--- config.mk ---
export PLATFORM = sky130hd
export DESIGN_NAME = instr_decode_pipe
export DESIGN_NICKNAME = d
export VERILOG_FILES = /design/src/rtl/instr_decode_pipe.sv
export SDC_FILE = /design/constraint.sdc
export NUM_CORES = 1
export LEC_CHECK = 0
export ABC_AREA = 0
export CORE_MARGIN = 10
export CORE_UTILIZATION = 45
export DETAILED_ROUTE_END_ITERATION = 8
export DONT_BUFFER_PORTS = 1
export PLACE_DENSITY = 0.56
export SYNTH_ARGS = -nofsm -noshare
export SYNTH_HDL_FRONTEND = slang
export SYNTH_SLANG_ARGS = --single-unit
--- constraint.sdc ---
create_clock -name clk -period 2.3 [get_ports clk]
set_input_delay 0.345 -clock clk [delete_from_list [all_inputs] [get_ports clk]]
set_output_delay 0.345 -clock clk [all_outputs]
set_load 0.02 [all_outputs]
--- src/rtl/instr_decode_pipe.sv ---
// rtl/instr_decode_pipe.sv - handshaked instruction field decoder; optional skid buffer under DECODE_SKID_EN
module instr_decode_pipe #(
  parameter int INSTR_W = 32,
  parameter int REG_W   = 6,
  parameter int IMM_W   = 16,
  parameter int MADDR_W = 10,
  parameter int TAG_W   = 8
) (
  input  logic               clk,
  input  logic               rst,
  input  logic               flush,
  input  logic               in_valid,
  output logic               in_ready,
  input  logic [INSTR_W-1:0] in_instr,
  input  logic [TAG_W-1:0]   in_tag,
  output logic               out_valid,
  input  logic               out_ready,
  output logic [1:0]         flag,
  output logic [3:0]         oper,
  output logic [REG_W-1:0]   rega,
  output logic [REG_W-1:0]   regb,
  output logic [IMM_W-1:0]   intermed,
  output logic [1:0]         mem_op,
  output logic [MADDR_W-1:0] mem_addr,
  output logic               illegal,
  output logic [TAG_W-1:0]   out_tag
);

  localparam int T = INSTR_W - 1;

  typedef struct packed {
    logic [1:0]         flag;
    logic [3:0]         oper;
    logic [REG_W-1:0]   rega;
    logic [REG_W-1:0]   regb;
    logic [IMM_W-1:0]   intermed;
    logic [1:0]         mem_op;
    logic [MADDR_W-1:0] mem_addr;
    logic               illegal;
    logic [TAG_W-1:0]   tag;
  } res_t;

  // Every format must fit inside the instruction word.
  if ((INSTR_W < 4 + MADDR_W + IMM_W) || (INSTR_W < 6 + REG_W + IMM_W) ||
      (INSTR_W < 4 + REG_W + MADDR_W)) begin : g_param_check
    $error("instr_decode_pipe: INSTR_W too small for the field layout");
  end

  res_t dec;
  res_t out_q, out_d;
  logic out_valid_q, out_valid_d;
  logic accept;

  // Low bits below the widest format are don't-care.
  logic unused_instr_bits;
  assign unused_instr_bits = ^in_instr;

  // Decode straight from the current word; unlisted fields stay zero.
  always_comb begin
    dec      = '0;
    dec.tag  = in_tag;
    dec.flag = in_instr[T -: 2];
    case (dec.flag)
      2'd1: begin
        dec.oper = in_instr[T-2 -: 4];
        dec.rega = in_instr[T-6 -: REG_W];
        dec.regb = in_instr[T-6-REG_W -: REG_W];
      end
      2'd2: begin
        dec.oper = in_instr[T-2 -: 4];
        if (dec.oper == 4'd2) begin
          dec.rega = in_instr[T-6 -: REG_W];
          dec.regb = in_instr[T-6-REG_W -: REG_W];
        end else if (dec.oper == 4'd3) begin
          dec.rega     = in_instr[T-6 -: REG_W];
          dec.intermed = in_instr[T-6-REG_W -: IMM_W];
        end else begin
          dec.illegal = 1'b1;
        end
      end
      2'd3: begin
        dec.mem_op = in_instr[T-2 -: 2];
        if ((dec.mem_op == 2'd1) || (dec.mem_op == 2'd2)) begin
          dec.rega     = in_instr[T-4 -: REG_W];
          dec.mem_addr = in_instr[T-4-REG_W -: MADDR_W];
        end else begin
          dec.mem_addr = in_instr[T-4 -: MADDR_W];
          dec.intermed = in_instr[T-4-MADDR_W -: IMM_W];
        end
      end
      default: ;
    endcase
  end

`ifdef DECODE_SKID_EN
  res_t       skid_q [2];
  res_t       skid_d [2];
  logic [1:0] skid_cnt_q, skid_cnt_d;
  logic       in_ready_q, in_ready_d;
  logic       out_free;

  assign in_ready = in_ready_q & ~flush & ~rst;
  assign accept   = in_valid & in_ready;

  // Output register refills from the skid head first so order is kept.
  always_comb begin
    out_d       = out_q;
    out_valid_d = out_valid_q;
    skid_d      = skid_q;
    skid_cnt_d  = skid_cnt_q;
    out_free    = ~out_valid_q | out_ready;
    if (flush) begin
      out_d       = '0;
      out_valid_d = 1'b0;
      skid_cnt_d  = 2'd0;
    end else if (out_free && (skid_cnt_q != 2'd0)) begin
      out_d       = skid_q[0];
      out_valid_d = 1'b1;
      skid_d[0]   = skid_q[1];
      skid_cnt_d  = skid_cnt_q - 2'd1;
      if (accept) begin
        skid_d[skid_cnt_d[0]] = dec;
        skid_cnt_d            = skid_cnt_q;
      end
    end else if (out_free) begin
      if (accept) begin
        out_d       = dec;
        out_valid_d = 1'b1;
      end else begin
        out_valid_d = 1'b0;
      end
    end else if (accept) begin
      skid_d[skid_cnt_q[0]] = dec;
      skid_cnt_d            = skid_cnt_q + 2'd1;
    end
    in_ready_d = (skid_cnt_d != 2'd2);
  end

  // State registers; reset empties both skid entries.
  always_ff @(posedge clk) begin
    if (rst) begin
      out_q       <= '0;
      out_valid_q <= 1'b0;
      skid_q[0]   <= '0;
      skid_q[1]   <= '0;
      skid_cnt_q  <= 2'd0;
      in_ready_q  <= 1'b1;
    end else begin
      out_q       <= out_d;
      out_valid_q <= out_valid_d;
      skid_q      <= skid_d;
      skid_cnt_q  <= skid_cnt_d;
      in_ready_q  <= in_ready_d;
    end
  end
`else
  assign in_ready = (~out_valid_q | out_ready) & ~flush & ~rst;
  assign accept   = in_valid & in_ready;

  // Single output register: load on accept, drop valid after a drain.
  always_comb begin
    out_d       = out_q;
    out_valid_d = out_valid_q;
    if (flush) begin
      out_d       = '0;
      out_valid_d = 1'b0;
    end else if (accept) begin
      out_d       = dec;
      out_valid_d = 1'b1;
    end else if (out_ready) begin
      out_valid_d = 1'b0;
    end
  end

  // Output register with synchronous reset.
  always_ff @(posedge clk) begin
    if (rst) begin
      out_q       <= '0;
      out_valid_q <= 1'b0;
    end else begin
      out_q       <= out_d;
      out_valid_q <= out_valid_d;
    end
  end
`endif

  assign out_valid = out_valid_q;
  assign flag      = out_q.flag;
  assign oper      = out_q.oper;
  assign rega      = out_q.rega;
  assign regb      = out_q.regb;
  assign intermed  = out_q.intermed;
  assign mem_op    = out_q.mem_op;
  assign mem_addr  = out_q.mem_addr;
  assign illegal   = out_q.illegal;
  assign out_tag   = out_q.tag;

endmodule

==> run summary, run 1 <==
The flow ran to the end, and the final reports show no timing, DRC or antenna violations. The global-route wire length before repair was 10.6 mm. The startpoint identified for the worst register-to-register timing path is out_valid. The design draws 1.72 mW. Summing over every cut layer, the via total after detailed routing is 1925. Buffers plus inverters on the worst setup path: 1. The total area inside the core boundary comes to 5140 um2. After detailed routing, the number of remaining DRC violations is 0. For this block, the initial DRC count from the detailed router was 107. The setup-violating endpoint count in the final report is 0, and the peak clock frequency supported by timing is 575 MHz. Sequential elements use 46.8% of the synthesized area. Path type of the worst setup path: input pin to flip-flop.

Wires add up to 6.78 mm. The H-tree depth was 2. Synthesis inferred 56 register bits. For this configuration, the core starts out at a cell density of 46.6%.

The register-to-register setup slack was 0.66 ns. The Yosys step of the flow raised 0 warnings. For the finished layout, the period the worst path requires is 1.74 ns.

The logs give 348 for the non-filler instance count after layout and 5.09 mm for the HPWL after detailed placement. The area enclosed by the die boundary is 8640 um2, and the final design instance area without fill is 2530 um2. Counting tap cells, the placed design contains a total of 340 instances.

The number of global-route vias before repair came out at 1925. Walking the worst path, the cells encountered are inv_1 -> ha_1 -> nor2b_1 -> a22oi_1 -> o21ai_1. The congestion estimate from routability-driven global placement came to 0.802. The reported leakage power came out at 0.911 nW. Entering global routing, the biggest net connects 37 pins. At the pin with the least slew margin, the transition time is 1.22 ns. The run gives 0.272 ns as the pre-CTS worst setup slack. The worst hold margin is 0.136 ns. STA classifies the critical path startpoint as an input pin. The tools report the number of placement rows as 26. The share of the clock period used by the worst path came out at 75.6%.

Number of top-level design ports: 102. The maximum fanout count along the critical path was 16. In this design, the stage delay of the slowest critical-path cell is 0.94 ns. The logs give 0 for the number of max-capacitance violations reported and 2440 um2 for the post-detailed-placement cell area. The tools report the number of buffers created by CTS as 5. The clock reaches the later pin of the worst-skew pair after 0.30 ns.

TritonCTS built the clock tree. For the worst setup path, the data required time is 2.54 ns. After clock tree synthesis, the clock-pin slew on the worst setup and hold paths is 0.09 ns. When the netlist entered floorplanning its net count stood at 335. The logs give 18.4% for the headroom to the max-slew limit and 15.3% for the global-route usage over all layers. Once the clock tree was built, the setup fixing pass inserted 0 buffers. The detail route stage leaves a number of antenna-violating nets equal to 0.

Across the routed clock network, the largest skew measured is 0.00611 ns. Count of antenna diodes in the layout: 0. The tools report the maximum vdd ir drop as 297 uV. Logic depth of the worst register-to-register path: 4.

For this design, the sink count on the clock tree is 56. The number of hold violations in the final report is 0, and the final core utilization is 49.3%. Synthesis produced 285 cells. The number of buffers inserted by port buffering was 0; the ratio of cells with drive above 1 in the final layout was 10.1%.

After layout, the worst setup slack is 0.561 ns. The run gives 0 as the max-slew violation count. Power spread over the standard cell area amounts to 677 nW/um2. For the synthesized area, the log shows 2390 um2. Compared with the post-synthesis result, the final layout area differs by 5.85%. The cts-stage hold buffer count is 0, and the average detailed-routed wire length per instance is 19.5 um.

After detailed routing, the number of vias per cell comes to 5.53. After global routing the overflow that remains totals 0. The number of distinct library cells after synthesis is 23. Post-CTS repair changed the size of 0 cells. Setup repair after global routing left no endpoint under its margin.

The tools report the cell at the root of the clock tree as clkbuf_8. For hold timing, the worst endpoint is out_tag[0]. STA classifies the critical path endpoint as a flip-flop. The tools report the hold path startpoint as in_tag[0]. Sum of negative setup slack: 0 ns. The path class of the tightest hold or removal check is input pin to flip-flop. The logs give 0 for the number of antenna violations at the first check in global routing and 327 for the count of nets after finishing.

The endpoint of the worst-slack reg-to-reg timing path was rega[0]. A synthesized cell averages 8.40 um2. The x dimension of the die is 92.9 um, and the number of cells traversed by the worst hold path is 2.

The tools report the maximum number of buffers from clock root to sink as 2. For the worst setup path, the data arrival time is 1.98 ns. The family of cells with the greatest summed delay on the critical path was simple AND/OR/NAND/NOR gates. The slowest stage of the critical path belongs to the cell nor2b_1. The first detailed-routing pass took 4 iterations. The height of the die was 92.9 um.
[worst reg2reg max path, stage by stage, from the launching register on]
cell and delay, ns:
dfxtp_1 0.40, nand2b_1 0.16, nand3_2 0.36, nor2_1 0.48, a22o_1 0.20
[routing by layer]
metal / share of wire, % / up-vias / GRT usage [%]
li1: - / 982 / -
met1: 39 / 860 / 16.6
met2: 46 / 78 / 23.9
met3: 15 / 5 / 10.1
met4: 0.86 / 0 / 4.37
met5: 0 / - / 0
[cell type report]
cell class,count,area (um2)
repair buffers,8,72.6
well taps,70,87.6
multi-input cells,202,1140
fillers,541,2610
clock buffers,7,86.3
flip-flops and latches,56,1120
inverters,4,15.0
clock inverters,1,7.51
[synth_stat cells]
master     n  area (um2)
inv_1      4        15.0
a22oi_1   22         165
buf_1      2        7.51
or2_1      1        6.26
nand2_1   52         195
and2_1     1        6.26
o21ai_0   15        75.1
nor2_4     1        11.3
clkbuf_1  10        37.5
and3_1     2        12.5
buf_6      3        33.8
ha_1       5        62.6
buf_2      8        40.0
nor2_1     4        15.0
a22o_1     6        52.6
dfxtp_1   56        1120
nor2b_1    3        18.8
nand3_1   51         255
nand2b_1   1        6.26
mux2_2    10         113
o21ai_1   11        55.1
and2_4     1        8.76
a21oi_1   16        80.1
[cell usage in the layout, fill, tap and decap left out]
master / n
or2_1: 1
buf_12: 1
ha_1: 5
nor2b_1: 3
a22oi_1: 22
nor2_4: 1
clkbuf_8: 6
nand2_1: 52
nand3_1: 50
mux2_2: 10
clkinvlp_4: 1
a22o_1: 6
inv_1: 4
nand3_2: 1
a21oi_1: 16
buf_4: 7
o21ai_0: 15
nor2_1: 4
and2_4: 1
nand2b_1: 1
and3_1: 2
dfxtp_1: 56
and2_1: 1
clkbuf_1: 1
o21ai_1: 11
[kinds of logic (layout without fill, tap and decap cells)]
| group | Yosys count | after routing | synth area share (%) |
|---|---|---|---|
| compound gates | 70 | 70 | 17.9 |
| flops | 56 | 56 | 46.8 |
| simple gates | 117 | 117 | 22.4 |
| mux | 10 | 10 | 4.70 |
| buf+inv | 27 | 20 | 5.59 |
| fa+ha+maj | 5 | 5 | 2.61 |
[flip-flops by register name, summed over array words and instances (netlist names)]
signal     count
mem_addr      10
out_tag        8
rega           6
flag           2
regb           6
mem_op         2
intermed      16
oper           4
illegal        1
out_valid      1
[power by group]
group | total, mW | switching, mW | leakage (nW) | internal (mW)
Clock | 0.555 | 0.310 | 0.0445 | 0.245
Combinational | 0.146 | 0.0885 | 0.414 | 0.0574
Sequential | 1.01 | 0.0295 | 0.453 | 0.984
Total | 1.72 | 0.428 | 0.911 | 1.29
[how the worst max path moves through the flow]
| stage | from | to | slack [ns] | depth (start not counted) |
|---|---|---|---|---|
| final | in_instr[28] | intermed[8] | 0.56 | 5 |
| after floorplan | in_instr[30] | intermed[10] | 0.71 | 9 |
| after global placement | in_instr[28] | intermed[1] | 0.28 | 5 |
| after detailed placement | in_instr[28] | intermed[1] | 0.27 | 5 |
| after CTS | in_instr[28] | intermed[1] | 0.59 | 5 |
| after global routing | in_instr[28] | intermed[5] | 0.40 | 5 |
No activity file was read; power rests on OpenSTA's default activity.
==> inputs of run 2 (changes only) <==
ABC_AREA = 1   (was 0)
clock period = 1.7 ns   (was 2.3 ns; I/O delays follow)
==> run 2 against run 1 <==
Sequential power up 36%. Register-to-register slack got worse by 0.31 ns. Routed wire length grew 2.7%.
==> run summary, run 2 <==
The run gives 5 (unchanged) as the number of buffers created by CTS. The time the final worst path needs with I/O delays and setup works out to 1.39 ns. The endpoint of the worst-slack reg-to-reg timing path was rega[2]. The tools report the total setup buffers inserted after CTS as 0 (unchanged). Number of gates resized after cts: 0 (unchanged). The number of global-route vias before repair is 2083 (+8.2%). The global placer's final weighted congestion is 0.845 (+5.4%), and the routed wire length is 6.97 mm (+2.7%). Among all cell types in the netlist, the one instantiated most often is nand2_1. The run gives 1.16 nW (+27%) as the reported leakage power. The logic depth of the worst register-to-register path works out to 6 (+2).

For the number of distinct library cells after synthesis, the log shows 19 (-17%). The flow ran to the end, and the final reports show no timing, DRC or antenna violations. The share of the clock period used by the worst path is 82.0%.

Synthesized area: 2450 um2 (+2.4%). For the data arrival time of the critical path, the log shows 1.14 ns (-0.84 ns). The run gives 0 (unchanged) as the yosys synthesis warning count. Area share of the largest cell type after synthesis: 45.7% (-1.1 points). The tools report the sum of negative setup slack as 0 ns (unchanged).

The tools report the post-layout worst setup margin as 0.305 ns (-0.256 ns). The length of the first detailed-routing pass in iterations is 4 (unchanged). The power per cell area is 930 nW/um2 (+37%). The average detailed-routed wire length per instance was 16.9 um (-13%); the area enclosed by the die boundary was 8800 um2 (+1.9%). In this run the clock root is driven by a clkbuf_8. The number of max-capacitance violations reported is 0 (unchanged), and the part of the Yosys area used for sequential elements is 45.7% (-1.1 points).

The maximum number of buffers from clock root to sink is 2 (unchanged). Worst path required time: 1.44 ns (-1.10 ns). For the number of filler instances in the final layout, the log shows 556 (+2.8%).

The worst hold path terminates at out_tag[0]. The number of hold violations in the final report came out at 0 (unchanged). The number of antenna violations at the first check in global routing was 0 (unchanged); the post-detailed-placement cell area was 2530 um2 (+3.6%). The mean number of vias per cell was 5.21 (-5.8%); the ratio of cells with drive above 1 in the final layout was 6.41% (-3.7 points).

The tools report the count of nets after finishing as 392 (+20%). The average size of a mapped cell was 7.06 um2 (-16%). The tightest min-delay check is of the input pin to flip-flop type. The number of nets produced by synthesis came out at 397 (+19%). The run gives 413 (+19%) as the non-filler instance count after layout. The logs give 72.6% (+54 points) for the headroom to the max-slew limit and 405 (+19%) for the number of placed instances, taps included. The element type at the critical path end is a primary output. The worst hold margin came out at 0.0413 ns (-0.0943 ns). The number of placement rows was 26 (unchanged); the multi-input logic area was 1120 um2 (-2.4%). The clock latency of the later-clocked register in the worst-skew pair is 0.31 ns (about the same), and the number of top-level design ports is 102 (unchanged). Effective utilization at floorplan: 47.1% (+0.52 points). After synthesis, the cell types taking the most area are dfxtp_1 46%, nand2_1 15%, nand3_1 9.2%.

For the overall via count from detail_route, the log shows 2152 (+12%). The logs give 11.1 mm (+4.5%) for the global-route wire length before repair and 5.04 mm (-1.0%) for the HPWL after detailed placement. The transition at the pin with the smallest max-transition slack was 0.411 ns (-0.810 ns); the global-route usage over all layers was 15.7% (+0.45 points).

The flip-flop count of the largest register after layout is 16 (unchanged). The run gives 1120 um2 (unchanged) as the area of all sequential standard cells. The maximum fanout count along the critical path is 3 (-13). In the synthesized netlist the dominant register cell turns out to be dfxtp_1.

The logs give 347 (+22%) for the gate count of the mapped netlist and 717 MHz for the peak clock frequency supported by timing. The H-tree depth was 2 (unchanged). The largest net degree at the start of global routing is 72 (+95%). The run gives 56 (unchanged) as the number of sinks on the clock net. The worst setup path is launched from a flip-flop. By count the netlist is led by 98 x nand2_1, 56 x dfxtp_1, 45 x nand3_1.

The number of buffers inserted by port buffering came out at 0 (unchanged). The post-CTS clock slew at the launch and capture registers of the worst setup and hold paths works out to 0.11 ns (+0.02 ns). The worst clock skew was 0.0113 ns (+0.00516 ns); the flip-flop and latch count after synthesis was 56 (unchanged). The library cell used most frequently in the layout, excluding fill and tap cells, is nand2_1.

The x dimension of the die came out at 93.8 um (+0.94%). Number of cells traversed by the worst hold path: 2 (unchanged). The count of antenna diodes in the layout was 0 (unchanged); the number of synthesized flops with an enable pin was 0 (unchanged).

The setup-violating endpoint count in the final report is 0 (unchanged). The largest total area in the synthesized netlist belongs to dfxtp_1. The final design instance area without fill is 2650 um2 (+4.4%), and the height of the die is 93.8 um (+0.94%).

In the layout the commonest cells are 98 x nand2_1, 56 x dfxtp_1, 45 x nand3_1. Setup repair after global routing left no endpoint under its margin. The startpoint identified for the worst register-to-register timing path is out_valid. The final core utilization is 50.8% (+1.5 points), and the pre-CTS worst setup slack is 0.232 ns (-0.0407 ns). The tools report the max-slew violation count as 0 (unchanged). TritonCTS built the clock tree. The run gives 0 (unchanged) as the antenna violation net count after detailed routing.

The remaining routing DRC violations came out at 0 (unchanged). The tools report the maximum vdd ir drop as 375 uV (+27%). The worst hold path begins at in_tag[0].

The tools report the power consumption as 2.46 mW (+43%). The core region area was 5200 um2 (+1.3%). The path type of the worst setup path is flip-flop to primary output. From synthesis to final layout, the design area changed by 7.91%. The total global routing overflow is 0 (unchanged), and the cts-stage hold buffer count is 0 (unchanged).

The initial detailed-routing violation count is 103 (-3.7%). The fraction of synthesis flops using an asynchronous set or reset pin was 0% (unchanged). The run gives 0.35 ns (-0.31 ns) as the register-to-register setup slack.
## run 2: cell count changes after synthesis, sizes merged, moves of 4 or more
cell / before / now
a21oi: 16 / 31
a22o: 6 / 0
a22oi: 22 / 0
buf: 13 / 7
clkbuf: 10 / 14
inv: 4 / 33
mux2: 10 / 0
nand2: 52 / 98
nand3: 51 / 46
nand4: 0 / 6
nor2: 5 / 19
o22ai: 0 / 5
## run 2: final cells by class
type	instances	area share, %
repair buffers	9	3.03
clock inverters	3	1.80
well taps	70	3.31
clock buffers	5	2.60
multi-input cells	237	42.2
flip-flops and latches	56	42.4
inverters	33	4.68
## run 2: power breakdown
group	internal (mW)	total [mW]	switching, mW
clock network	0.444	0.894	0.450
registers	1.33	1.37	0.0395
logic	0.0572	0.194	0.136
## run 2: cells by family (layout without fill, tap and decap cells)
family | count (synthesis) | count (layout) | synth area share, %
DFF | 56 | 56 | 45.7
adders and majority gates | 5 | 5 | 2.55
and+or+nand+nor | 169 | 169 | 29.9
AOI/OAI and AO/OA | 63 | 63 | 13.1
buffers and inverters | 54 | 50 | 8.73
## run 2: worst max-delay path, cell delays in order, from the launching register on
cell	delay [ns]
dfxtp_1	0.33
nand2_1	0.13
inv_1	0.05
nor2_1	0.32
## run 2: how the worst max path moves through the flow
stage                       startpoint           to  slack, ns  cells after the start
after floorplan           in_instr[28]  intermed[8]       0.36                      8
after detailed placement  in_instr[30]      rega[2]       0.23                      7
after global routing         out_valid      rega[0]       0.20                      6
after CTS                    out_valid     in_ready       0.28                      3
final                        out_valid     in_ready       0.31                      3
after global placement    in_instr[30]      rega[2]       0.26                      7
## run 2: routing by layer
layer | global-route usage (%) | share of wire [%] | vias up
met1 | 19.4 | 43 | 963
met3 | 7.91 | 12 | 6
li1 | - | - | 1110
met5 | 0 | 0 | -
met4 | 4.56 | 1.1 | 0
met2 | 23.5 | 44 | 73
